File: src/rtl/sram_bridge.sv
// sram_bridge: splits one 32-bit LSU access into N = 32/DATA_W SRAM beats.
// Each beat holds the strobes for WAIT_CYC cycles. Writes add one hold cycle
// per beat. The core is stalled while an access is in flight.
// Ports:
//   i_clk, i_rst (async, active-high)
//   core side: i_req, i_wren, i_addr, i_wdata, i_bmask -> o_stall, o_ack, o_rdata
//   sram side: o_sram_addr, o_sram_dq_out/oe, i_sram_dq_in, ce/we/oe/be strobes (active-low)
module sram_bridge #(
  parameter int DATA_W   = 16,
  parameter int ADDR_W   = 18,
  parameter int WAIT_CYC = 2
) (
  input  logic              i_clk,
  input  logic              i_rst,
  input  logic              i_req,
  input  logic              i_wren,
  input  logic [31:0]       i_addr,
  input  logic [31:0]       i_wdata,
  input  logic [3:0]        i_bmask,
  output logic              o_stall,
  output logic              o_ack,
  output logic [31:0]       o_rdata,
  output logic [ADDR_W-1:0] o_sram_addr,
  output logic [DATA_W-1:0] o_sram_dq_out,
  output logic              o_sram_dq_oe,
  input  logic [DATA_W-1:0] i_sram_dq_in,
  output logic              o_sram_ce_n,
  output logic              o_sram_we_n,
  output logic              o_sram_oe_n,
  output logic [DATA_W/8-1:0] o_sram_be_n
);
  localparam int N  = 32 / DATA_W;
  localparam int L  = DATA_W / 8;
  localparam int BW = (N > 1) ? $clog2(N) : 1;
  localparam int CW = (WAIT_CYC > 1) ? $clog2(WAIT_CYC) : 1;

  if (!(DATA_W == 8 || DATA_W == 16 || DATA_W == 32)) begin : g_bad_dw
    $error("sram_bridge: DATA_W must be 8, 16 or 32");
  end
  if (WAIT_CYC < 1) begin : g_bad_wait
    $error("sram_bridge: WAIT_CYC must be >= 1");
  end

  typedef enum logic [1:0] {IDLE, ACCESS, HOLD, DONE} state_t;

  state_t          state, nxt_state;
  logic [BW-1:0]   beat_q, nxt_beat, fbeat;
  logic [CW-1:0]   wcnt_q, nxt_wcnt;
  logic            wren_q;
  logic [29:0]     waddr_q;
  logic [31:0]     wdata_q;
  logic [3:0]      bmask_q;

  // In IDLE the request has not been latched yet, so the outputs for the
  // first beat are built straight from the core inputs.
  logic            cur_wren;
  logic [29:0]     cur_waddr;
  logic [31:0]     cur_wdata;
  logic [3:0]      cur_mask;
  logic [N-1:0]    act;
  logic [BW:0]     start;
  logic            found;
  logic [31:0]     beat_addr;
  logic            wlast;

  logic unused_addr_lsb;
  assign unused_addr_lsb = ^i_addr[1:0];

  assign o_stall = (state == ACCESS) || (state == HOLD) || (state == IDLE && i_req);
  assign wlast   = (wcnt_q == CW'(WAIT_CYC - 1));

  always_comb begin
    cur_wren  = (state == IDLE) ? i_wren        : wren_q;
    cur_waddr = (state == IDLE) ? i_addr[31:2]  : waddr_q;
    cur_wdata = (state == IDLE) ? i_wdata       : wdata_q;
    cur_mask  = (state == IDLE) ? i_bmask       : bmask_q;
    // reads touch every beat; writes skip beats whose byte enables are all off
    for (int b = 0; b < N; b++) act[b] = !cur_wren || (|cur_mask[b*L +: L]);
    start = (state == IDLE) ? '0 : ({1'b0, beat_q} + 1'b1);
    found = 1'b0;
    fbeat = '0;
    for (int b = N - 1; b >= 0; b--) begin
      if (act[b] && (b >= int'(start))) begin
        found = 1'b1;
        fbeat = BW'(b);
      end
    end

    nxt_state = state;
    nxt_beat  = beat_q;
    nxt_wcnt  = wcnt_q;
    case (state)
      IDLE: if (i_req) begin
        if (found) begin nxt_state = ACCESS; nxt_beat = fbeat; nxt_wcnt = '0; end
        else         nxt_state = DONE;
      end
      ACCESS: begin
        if (!wlast)        nxt_wcnt  = wcnt_q + 1'b1;
        else if (wren_q)   nxt_state = HOLD;
        else if (found)    begin nxt_beat = fbeat; nxt_wcnt = '0; end
        else               nxt_state = DONE;
      end
      HOLD: begin
        if (found) begin nxt_state = ACCESS; nxt_beat = fbeat; nxt_wcnt = '0; end
        else         nxt_state = DONE;
      end
      default: nxt_state = IDLE;
    endcase
    beat_addr = ({2'b00, cur_waddr} * 32'(N)) + 32'(nxt_beat);
  end

  // Strobes are registered from the next state so the pins are glitch-free
  // and have no combinational path from i_req.
  always_ff @(posedge i_clk or posedge i_rst) begin
    if (i_rst) begin
      state         <= IDLE;
      beat_q        <= '0;
      wcnt_q        <= '0;
      wren_q        <= 1'b0;
      waddr_q       <= '0;
      wdata_q       <= '0;
      bmask_q       <= '0;
      o_ack         <= 1'b0;
      o_rdata       <= '0;
      o_sram_addr   <= '0;
      o_sram_dq_out <= '0;
      o_sram_dq_oe  <= 1'b0;
      o_sram_ce_n   <= 1'b1;
      o_sram_we_n   <= 1'b1;
      o_sram_oe_n   <= 1'b1;
      o_sram_be_n   <= '1;
    end else begin
      state  <= nxt_state;
      beat_q <= nxt_beat;
      wcnt_q <= nxt_wcnt;
      if (state == IDLE && i_req) begin
        wren_q  <= i_wren;
        waddr_q <= i_addr[31:2];
        wdata_q <= i_wdata;
        bmask_q <= i_bmask;
      end
      if (state == ACCESS && !wren_q && wlast)
        o_rdata[beat_q*DATA_W +: DATA_W] <= i_sram_dq_in;

      o_ack        <= (nxt_state == DONE);
      o_sram_ce_n  <= !(nxt_state == ACCESS || nxt_state == HOLD);
      o_sram_oe_n  <= !(nxt_state == ACCESS && !cur_wren);
      o_sram_we_n  <= !(nxt_state == ACCESS && cur_wren);
      o_sram_dq_oe <= (nxt_state == ACCESS || nxt_state == HOLD) && cur_wren;
      if (nxt_state == ACCESS) begin
        o_sram_addr <= beat_addr[ADDR_W-1:0];
        o_sram_be_n <= cur_wren ? ~cur_mask[nxt_beat*L +: L] : '0;
        if (cur_wren) o_sram_dq_out <= cur_wdata[nxt_beat*DATA_W +: DATA_W];
      end else if (nxt_state != HOLD) begin
        o_sram_be_n <= '1;
      end
    end
  end
endmodule
File: config.mk
export PLATFORM = sky130hd
export DESIGN_NAME = sram_bridge
export DESIGN_NICKNAME = d
export VERILOG_FILES = /design/src/rtl/sram_bridge.sv
export SDC_FILE = /design/constraint.sdc
export NUM_CORES = 1
export LEC_CHECK = 0
export BUFFER_PORTS_ARGS = -buffer_cell sky130_fd_sc_hd__buf_2
export CAP_MARGIN = 10
export CORE_MARGIN = 4
export CORE_UTILIZATION = 39
export DETAILED_ROUTE_END_ITERATION = 10
export PLACE_DENSITY = 0.65
export SLEW_MARGIN = 5
export SYNTH_ARGS = -nofsm -noshare
export SYNTH_HDL_FRONTEND = slang
export SYNTH_SLANG_ARGS = --single-unit
File: constraint.sdc
create_clock -name i_clk -period 5.5 [get_ports i_clk]
set_input_delay 0.275 -clock i_clk [delete_from_list [all_inputs] [get_ports i_clk]]
set_output_delay 0.275 -clock i_clk [all_outputs]
set_load 0.05 [all_outputs]
==> out/metrics.csv, run 1 <==
metric,value,unit
Worst path max stage delay,0.54,ns
Final #Nets,670,
Site Rows,44,
Final Max Tran Viols,0,
boundary pin count,162,
CP startpoint kind,flop,
global route hottest layer,met2,
Register Area,3280,sq um
gr ovfl total,0,
setup TNS,0,ns
Area growth syn-to-layout,26.9,%
first-pass GRT wire length,21200,microns
"CTS clk-pin slew, worst paths",0.06,ns
post-synthesis adder-cell area fraction,1.72,%
post-synthesis compound-gate area fraction,5.68,%
post-synthesis async set-or-reset flop share,100,%
Mapped Area,5820,sq um
Synth cell types,37,
Post-Synth XOR/XNOR Area,0,%
DR DRC count,0,
Antenna Violating Nets Remaining,0,
Worst Hold Class,in2async,
Mapped Nets,518,
Die Footprint,16900,sq um
Initial Utilization,39.9,%
sequential area share after synthesis,56.5,%
Routed WL,13200,microns
H-tree depth,4,
clk_lat worst skew,0.41,ns
total CTS buffers,17,
crit-path cells,inv_1 -> ha_2 -> mux2_2 -> nor4_2 -> o2bb2ai_1 -> a21oi_1 -> o21ai_0 -> nor2b_1 -> ha_1 -> nand2_1 -> buf_4 -> nor3_1 -> a221o_1,
Die Y,130,microns
final setup vio count,0,
worst-margin pin slew,0.944,ns
number of enable flip-flop cells after synthesis,0,
Vias per Instance,5.12,
Max Freq,233,MHz
simple-gate area share of the yosys netlist,5.03,%
hold_buf cts,0,
Initial DRC Count,115,
routability cong.,0.832,
post-CTS setup buffers,0,
Mean Syn Cell Area,13.8,sq um
Bufs on Longest Clock Path,2,
vias in the first global route,4326,
largest net degree at the start of global routing,74,
Worst Clk Skew,0.00605,ns
CTS root buf,clkbuf_16,
Worst Path Required,5.84,ns
grt met3 use,5.20,%
diodes inserted,0,
RSZ-0062 raised after global routing,no,
Cells after Synth,422,
Worst setup EP type,flop,
largest fanout on the critical path,24,
total number of vias,3945,
synth warn,0,
kind of critical path,reg2reg,
layout cell share with drive strength beyond 1,52.1,%
# fillers,1282,
Die W,130,microns
multiplexer share of the synthesized area,28.9,%
met2 usage,27.2,%
Synth Flop Type,dfrtp_1,
max cap viols,0,
initial antenna violation count,2,
Clock Sinks,131,
port bufs,146,
"Hold Violations, Final",0,
wire per inst,17.1,microns
overall routing resource usage,16.3,%
HPWL Detailed,9050,microns
Post-CTS Resized,0,
largest family of logic cells by synthesized area,multiplexers,
CP max-delay cell,nand2_1,
CP arrival,4.64,ns
Pre-Repair DR Iteration Count,4,
met1 Use GR,19.1,%
outcome,completed,
multi-input logic area,2410,sq um
#FFs+latches synth,131,
CTS tree,done,
"Min Clock Period, post-route",4.29,ns
fin crit share,78.1,%
CORE AREA,14600,sq um
slew margin rel.,36.9,%
-- synth_stat cells, types with 2 or more instances --
master / number / area share [%]
mux4_2: 4 / 1.5
inv_1: 6 / 0.39
mux2i_1: 32 / 5.5
nand3_1: 2 / 0.17
ha_1: 8 / 1.7
a21oi_1: 24 / 2.1
nor3_1: 8 / 0.69
mux2_2: 100 / 19
a21o_1: 2 / 0.26
buf_1: 2 / 0.13
o21ai_0: 7 / 0.60
nor2_1: 32 / 2.1
nand2b_1: 3 / 0.32
mux4_1: 5 / 2.3
dfstp_2: 5 / 2.3
nor2b_1: 5 / 0.54
clkbuf_1: 17 / 1.1
nand2_1: 10 / 0.65
dfrtp_1: 126 / 54
a221o_1: 7 / 1.2
-- flip-flops by register name (all words and copies together), names as in the netlist, 2 cells and up --
register and count:
state 2, wdata_q 32, waddr_q 17, o_rdata 32
bmask_q 4, o_sram_addr 18, o_sram_be_n 2, o_sram_dq_out 16
-- stage by stage --
stage	worst slack (ns)	utilization [%]	hold WS (ns)	cell area (sq um)	std cells
final	1.21	50.6	0.0688	7380	771
after global routing	0.864	50.6	0.0952	7380	771
after CTS	1.24	50.6	0.0843	7380	771
after detailed placement	1.30	46.3	0.489	6750	739
after global placement	1.36	46.3	0.478	6750	739
after floorplan	1.74	-	0.426	5820	422
-- cell type report --
class / count / area share [%]
sequential: 131 / 44.5
tap: 184 / 3.12
timing repair buffer: 155 / 10.8
clock inverter: 15 / 2.80
clock buffer: 17 / 5.76
multi-input combinational: 262 / 32.6
inverter: 7 / 0.390
-- cell usage in the layout, fill, tap and decap left out, types with 3 or more instances in the layout --
| cell type | Yosys | layout |
|---|---|---|
| a21oi_1 | 24 | 24 |
| a221o_1 | 7 | 7 |
| buf_2 | 1 | 146 |
| buf_4 | 0 | 9 |
| bufinv_16 | 0 | 4 |
| clkbuf_16 | 0 | 17 |
| clkinv_2 | 0 | 3 |
| clkinv_4 | 0 | 4 |
| dfrtp_1 | 126 | 126 |
| dfstp_2 | 5 | 5 |
| ha_1 | 8 | 7 |
| inv_1 | 6 | 5 |
| mux2_2 | 100 | 100 |
| mux2i_1 | 32 | 32 |
| mux4_1 | 5 | 5 |
| mux4_2 | 4 | 4 |
| nand2_1 | 10 | 9 |
| nand2b_1 | 3 | 3 |
| nor2_1 | 32 | 32 |
| nor2b_1 | 5 | 5 |
| nor3_1 | 8 | 8 |
| o21ai_0 | 7 | 7 |
-- final timing paths --
kind / slack [ns] / depth (start not counted) / end / start
min in group i_clk: 0.11 / 2 / o_rdata[10] / i_sram_dq_in[10]
worst min-delay path: 0.07 / 2 / o_rdata[6] / i_rst
max in group asynchronous: 4.15 / 3 / o_rdata[18] / i_rst
worst max register to register: 1.21 / 13 / o_sram_dq_out[8] / state[0]
worst max-delay path: 1.21 / 13 / o_sram_dq_out[8] / state[0]
worst min register to register: 0.50 / 1 / wdata_q[15] / wdata_q[15]
-- metal layers --
metal	routed length (microns)	up-vias	share of wire, %
met3	832	26	6.3
met2	6480	117	49
met4	250	4	1.9
met5	40	-	0.30
li1	-	1835	-
met1	5550	1963	42
-- worst max-delay path, delay by kind of cell, from the launching register on --
family,cells,cell delay (ns)
adders and majority gates,2,0.70
AOI/OAI and AO/OA,4,0.81
DFF,1,0.45
buffers and inverters,2,0.58
and+or+nand+nor,4,1.25
muxes,1,0.41
-- cell families (layout without fill, tap and decap cells) --
group                      after synthesis  count (layout)
and+or+nand+nor                         64              64
DFF                                    131             131
muxes                                  142             142
adders and majority gates                8               8
AOI/OAI and AO/OA                       48              48
buffers and inverters                   29             194
Power of run 1 is not shown: default switching activity piles up to over one toggle a cycle in this logic, so the estimate is an artifact.
==> inputs of run 2 (changes only) <==
--- a/config.mk
+++ b/config.mk
@@ -5,12 +5,13 @@
 export SDC_FILE = /design/constraint.sdc
 export NUM_CORES = 1
 export LEC_CHECK = 0
+export ABC_AREA = 1
 export BUFFER_PORTS_ARGS = -buffer_cell sky130_fd_sc_hd__buf_2
 export CAP_MARGIN = 10
 export CORE_MARGIN = 4
 export CORE_UTILIZATION = 39
 export DETAILED_ROUTE_END_ITERATION = 10
-export PLACE_DENSITY = 0.65
+export PLACE_DENSITY = 0.67
 export SLEW_MARGIN = 5
 export SYNTH_ARGS = -nofsm -noshare
 export SYNTH_HDL_FRONTEND = slang
==> constraint.sdc (replaced) <==
create_clock -name i_clk -period 3.6 [get_ports i_clk]
set_input_delay 0.18 -clock i_clk [delete_from_list [all_inputs] [get_ports i_clk]]
set_output_delay 0.18 -clock i_clk [all_outputs]
set_load 0.05 [all_outputs]
==> run 2 against run 1 <==
  * Critical endpoint is now o_sram_dq_out[15]
  * Final cell count increased by 34%
  * Fmax increased by 37%
  * The run now ends with negative hold slack left
  * Largest cell class unchanged
  * Critical path type unchanged
  * Hold slack got worse by 0.10 ns
  * Highest routed layer is now met4
  * Via count increased by 25%
==> out/metrics.csv, run 2 <==
metric,value,unit,change
"CTS clk-pin slew, worst paths",0.06,ns,about the same
Setup crit start,state[0],,unchanged
Final #Nets,931,,was 670
cell type with the largest total area after synthesis,dfrtp_1,,unchanged
crit-path cells,inv_1 -> ha_2 -> buf_4 -> nand2_1 -> o21ai_2 -> nand2_1 -> o21ai_0 -> nand2_1 -> nand2_1 -> nand3_1 -> nand3_1 -> nand2_1 -> inv_1 -> ha_1 -> inv_1 -> nor2_4 -> inv_4 -> a21oi_1 -> o21ai_1 -> nand2_1,,was inv_1 -> ha_2 -> mux2_2 -> nor4_2 -> o2bb2ai_1 -> a21oi_1 -> o21ai_0 -> nor2b_1 -> ha_1 -> nand2_1 -> buf_4 -> nor3_1 -> a221o_1
Area growth syn-to-layout,28.5,%,was 26.9%
overall routing resource usage,17.2,%,was 16.3%
Worst setup EP type,flop,,unchanged
port bufs,146,,unchanged
Mapped Nets,784,,was 518
sequential area share after synthesis,55.8,%,was 56.5%
multi-input logic area,2140,sq um,was 2410 sq um
CORE AREA,14600,sq um,about the same
Mapped Area,5880,sq um,was 5820 sq um
total CTS buffers,17,,unchanged
"Min Clock Period, post-route",3.13,ns,was 4.29 ns
CTS root buf,clkbuf_16,,unchanged
gr ovfl total,0,,unchanged
Initial DRC Count,346,,was 115
top flop regs,"o_rdata (32), wdata_q (32), o_sram_addr (18)",,unchanged
outcome,"finished, violations left",,was completed
reg2reg setup slack,0.47,ns,was 1.21 ns
Worst path max stage delay,0.40,ns,was 0.54 ns
initial antenna violation count,0,,was 2
largest fanout on the critical path,25,,was 24
number of enable flip-flop cells after synthesis,0,,unchanged
Final Max Tran Viols,0,,unchanged
Reg2Reg Capture Point,o_sram_dq_out[15],,was o_sram_dq_out[8]
setup TNS,0,ns,unchanged
fin util,51.6,%,was 50.6%
post-synthesis async set-or-reset flop share,100,%,unchanged
vias in the first global route,4635,,was 4326
fin area,7560,sq um,was 7380 sq um
clk_lat worst skew,0.41,ns,about the same
#FFs+latches synth,131,,unchanged
ranking of synthesized cells by area,"dfrtp_1, nand2_1, o21ai_0",,"was dfrtp_1, mux2_2, mux2i_1"
Die Y,131,microns,was 130 microns
Most Frequent Cell on Critical Path,nand2_1,,
H-tree depth,4,,unchanged
Worst Path Required,3.95,ns,was 5.84 ns
kind of critical path,reg2reg,,unchanged
boundary pin count,162,,unchanged
Worst Clk Skew,0.00613,ns,was 0.00605 ns
most frequent cell after synthesis,nand2_1,,was dfrtp_1
wire per inst,13.6,microns,was 17.1 microns
worst r2r src,state[0],,unchanged
final setup vio count,0,,unchanged
worst path bufs/invs,5,,was 2
"commonest cells after routing, fill and taps aside","nand2_1, buf_2, o21ai_0",,"was buf_2, dfrtp_1, mux2_2"
"commonest non-fill, non-tap cell in the layout",nand2_1,,was buf_2
layout cell share with drive strength beyond 1,26.7,%,was 52.1%
Initial Utilization,40.2,%,was 39.9%
HPWL Detailed,9350,microns,was 9050 microns
CP arrival,3.48,ns,was 4.64 ns
final std cells w/o fill,1032,,was 771
Synth Flop Type,dfrtp_1,,unchanged
Post-synth top cells,"nand2_1, o21ai_0, dfrtp_1, inv_1",,"was dfrtp_1, mux2_2, mux2i_1, nor2_1, a21oi_1"
top cell type's share of synthesized area,53.6,%,was 54.2%
Max Freq,320,MHz,was 233 MHz
hold slack,-0.0359,ns,was 0.0688 ns
Die Footprint,17100,sq um,was 16900 sq um
max cap viols,0,,unchanged
violated checks,negative hold slack,,
Vias per Instance,4.78,,was 5.12
DR DRC count,0,,unchanged
CP startpoint kind,flop,,unchanged
Clock Sinks,131,,unchanged
Bufs on Longest Clock Path,2,,unchanged
reg2reg path depth,20,,was 13
Cells after DPL,989,,was 739
slew margin rel.,39.1,%,was 36.9%
Pre-Repair DR Iteration Count,5,,was 4
RSZ-0062 raised after global routing,no,,unchanged
# fillers,1376,,was 1282
CTS tree,done,,unchanged
post-CTS setup buffers,0,,unchanged
"Hold Violations, Final",32,,was 0
Synth cell types,25,,was 37
largest net degree at the start of global routing,132,,was 74
Mean Syn Cell Area,8.55,sq um,was 13.8 sq um
Cells after Synth,688,,was 422
routability cong.,0.812,,was 0.832
Register Area,3280,sq um,unchanged
first-pass GRT wire length,22900,microns,was 21200 microns
Site Rows,44,,unchanged
placed inst area,6770,sq um,was 6750 sq um
Die W,131,microns,was 130 microns
cell family with most CP delay,simple AND/OR/NAND/NOR gates,,unchanged
CP max-delay cell,dfrtp_1,,was nand2_1
synth warn,0,,unchanged
Antenna Violating Nets Remaining,0,,unchanged
worst-margin pin slew,0.911,ns,was 0.944 ns
fin crit share,86.9,%,was 78.1%
Worst Hold Class,in2async,,unchanged
Routed WL,14100,microns,was 13200 microns
diodes inserted,0,,unchanged
total number of vias,4932,,was 3945
## run 2: what timing repair did
| item | in CTS | in global routing |
|---|---|---|
| hold buffers | 10 | 1 |
| hold endpoints to repair | 10 | 1 |
| gates resized for setup | 0 | 2 |
| endpoints found under the setup margin | 0 | 2 |
## run 2: through the flow
step	setup WS (ns)	hold slack [ns]
floorplan	0.775	0.331
global placement	0.480	0.432
detailed placement	0.340	0.433
CTS	0.348	0.00104
global route	0.0703	0.00213
finish	0.472	-0.0359
## run 2: final cells by class
| class | count | share of cell area (%) |
|---|---|---|
| timing repair buffer | 165 | 12.1 |
| sequential | 131 | 43.4 |
| multi-input combinational | 441 | 28.4 |
| tap | 184 | 3.04 |
| inverter | 79 | 4.04 |
| clock buffer | 20 | 6.04 |
| clock inverter | 12 | 3.01 |
## run 2: metal layers
metal / wire, microns / global-route usage (%) / vias to the layer above / part of all wire [%]
li1: - / - / 2478 / -
met1: 6360 / 23.1 / 2332 / 45
met2: 6740 / 26.5 / 112 / 48
met3: 843 / 5.65 / 10 / 6.0
met4: 133 / 5.51 / 0 / 0.94
met5: 0 / 0 / - / 0
## run 2: worst max path at each step
stage	cells after the start	to	slack, ns
floorplan	25	o_sram_dq_out[12]	0.78
global placement	20	o_sram_dq_out[2]	0.48
detailed placement	20	o_sram_dq_out[15]	0.34
CTS	20	o_sram_dq_out[15]	0.35
global route	22	o_sram_dq_out[2]	0.07
finish	20	o_sram_dq_out[15]	0.47
## run 2: cell families after synthesis
kind of cell / share of synthesized area [%]
simple gates: 16.7
compound gates: 14.4
flops: 55.8
buf+inv: 7.91
mux: 3.44
fa+ha+maj: 1.70
## run 2: worst reg2reg max path, cell delays in order (launching register included)
cell     delay, ns
dfrtp_1       0.40
inv_1         0.16
ha_2          0.28
buf_4         0.29
nand2_1       0.10
o21ai_2       0.08
nand2_1       0.07
o21ai_0       0.07
nand2_1       0.10
nand2_1       0.08
nand3_1       0.07
nand3_1       0.08
nand2_1       0.07
inv_1         0.11
ha_1          0.18
inv_1         0.08
nor2_4        0.31
inv_4         0.20
a21oi_1       0.19
o21ai_1       0.09
nand2_1       0.08
Power of run 2 is left out for the same reason.
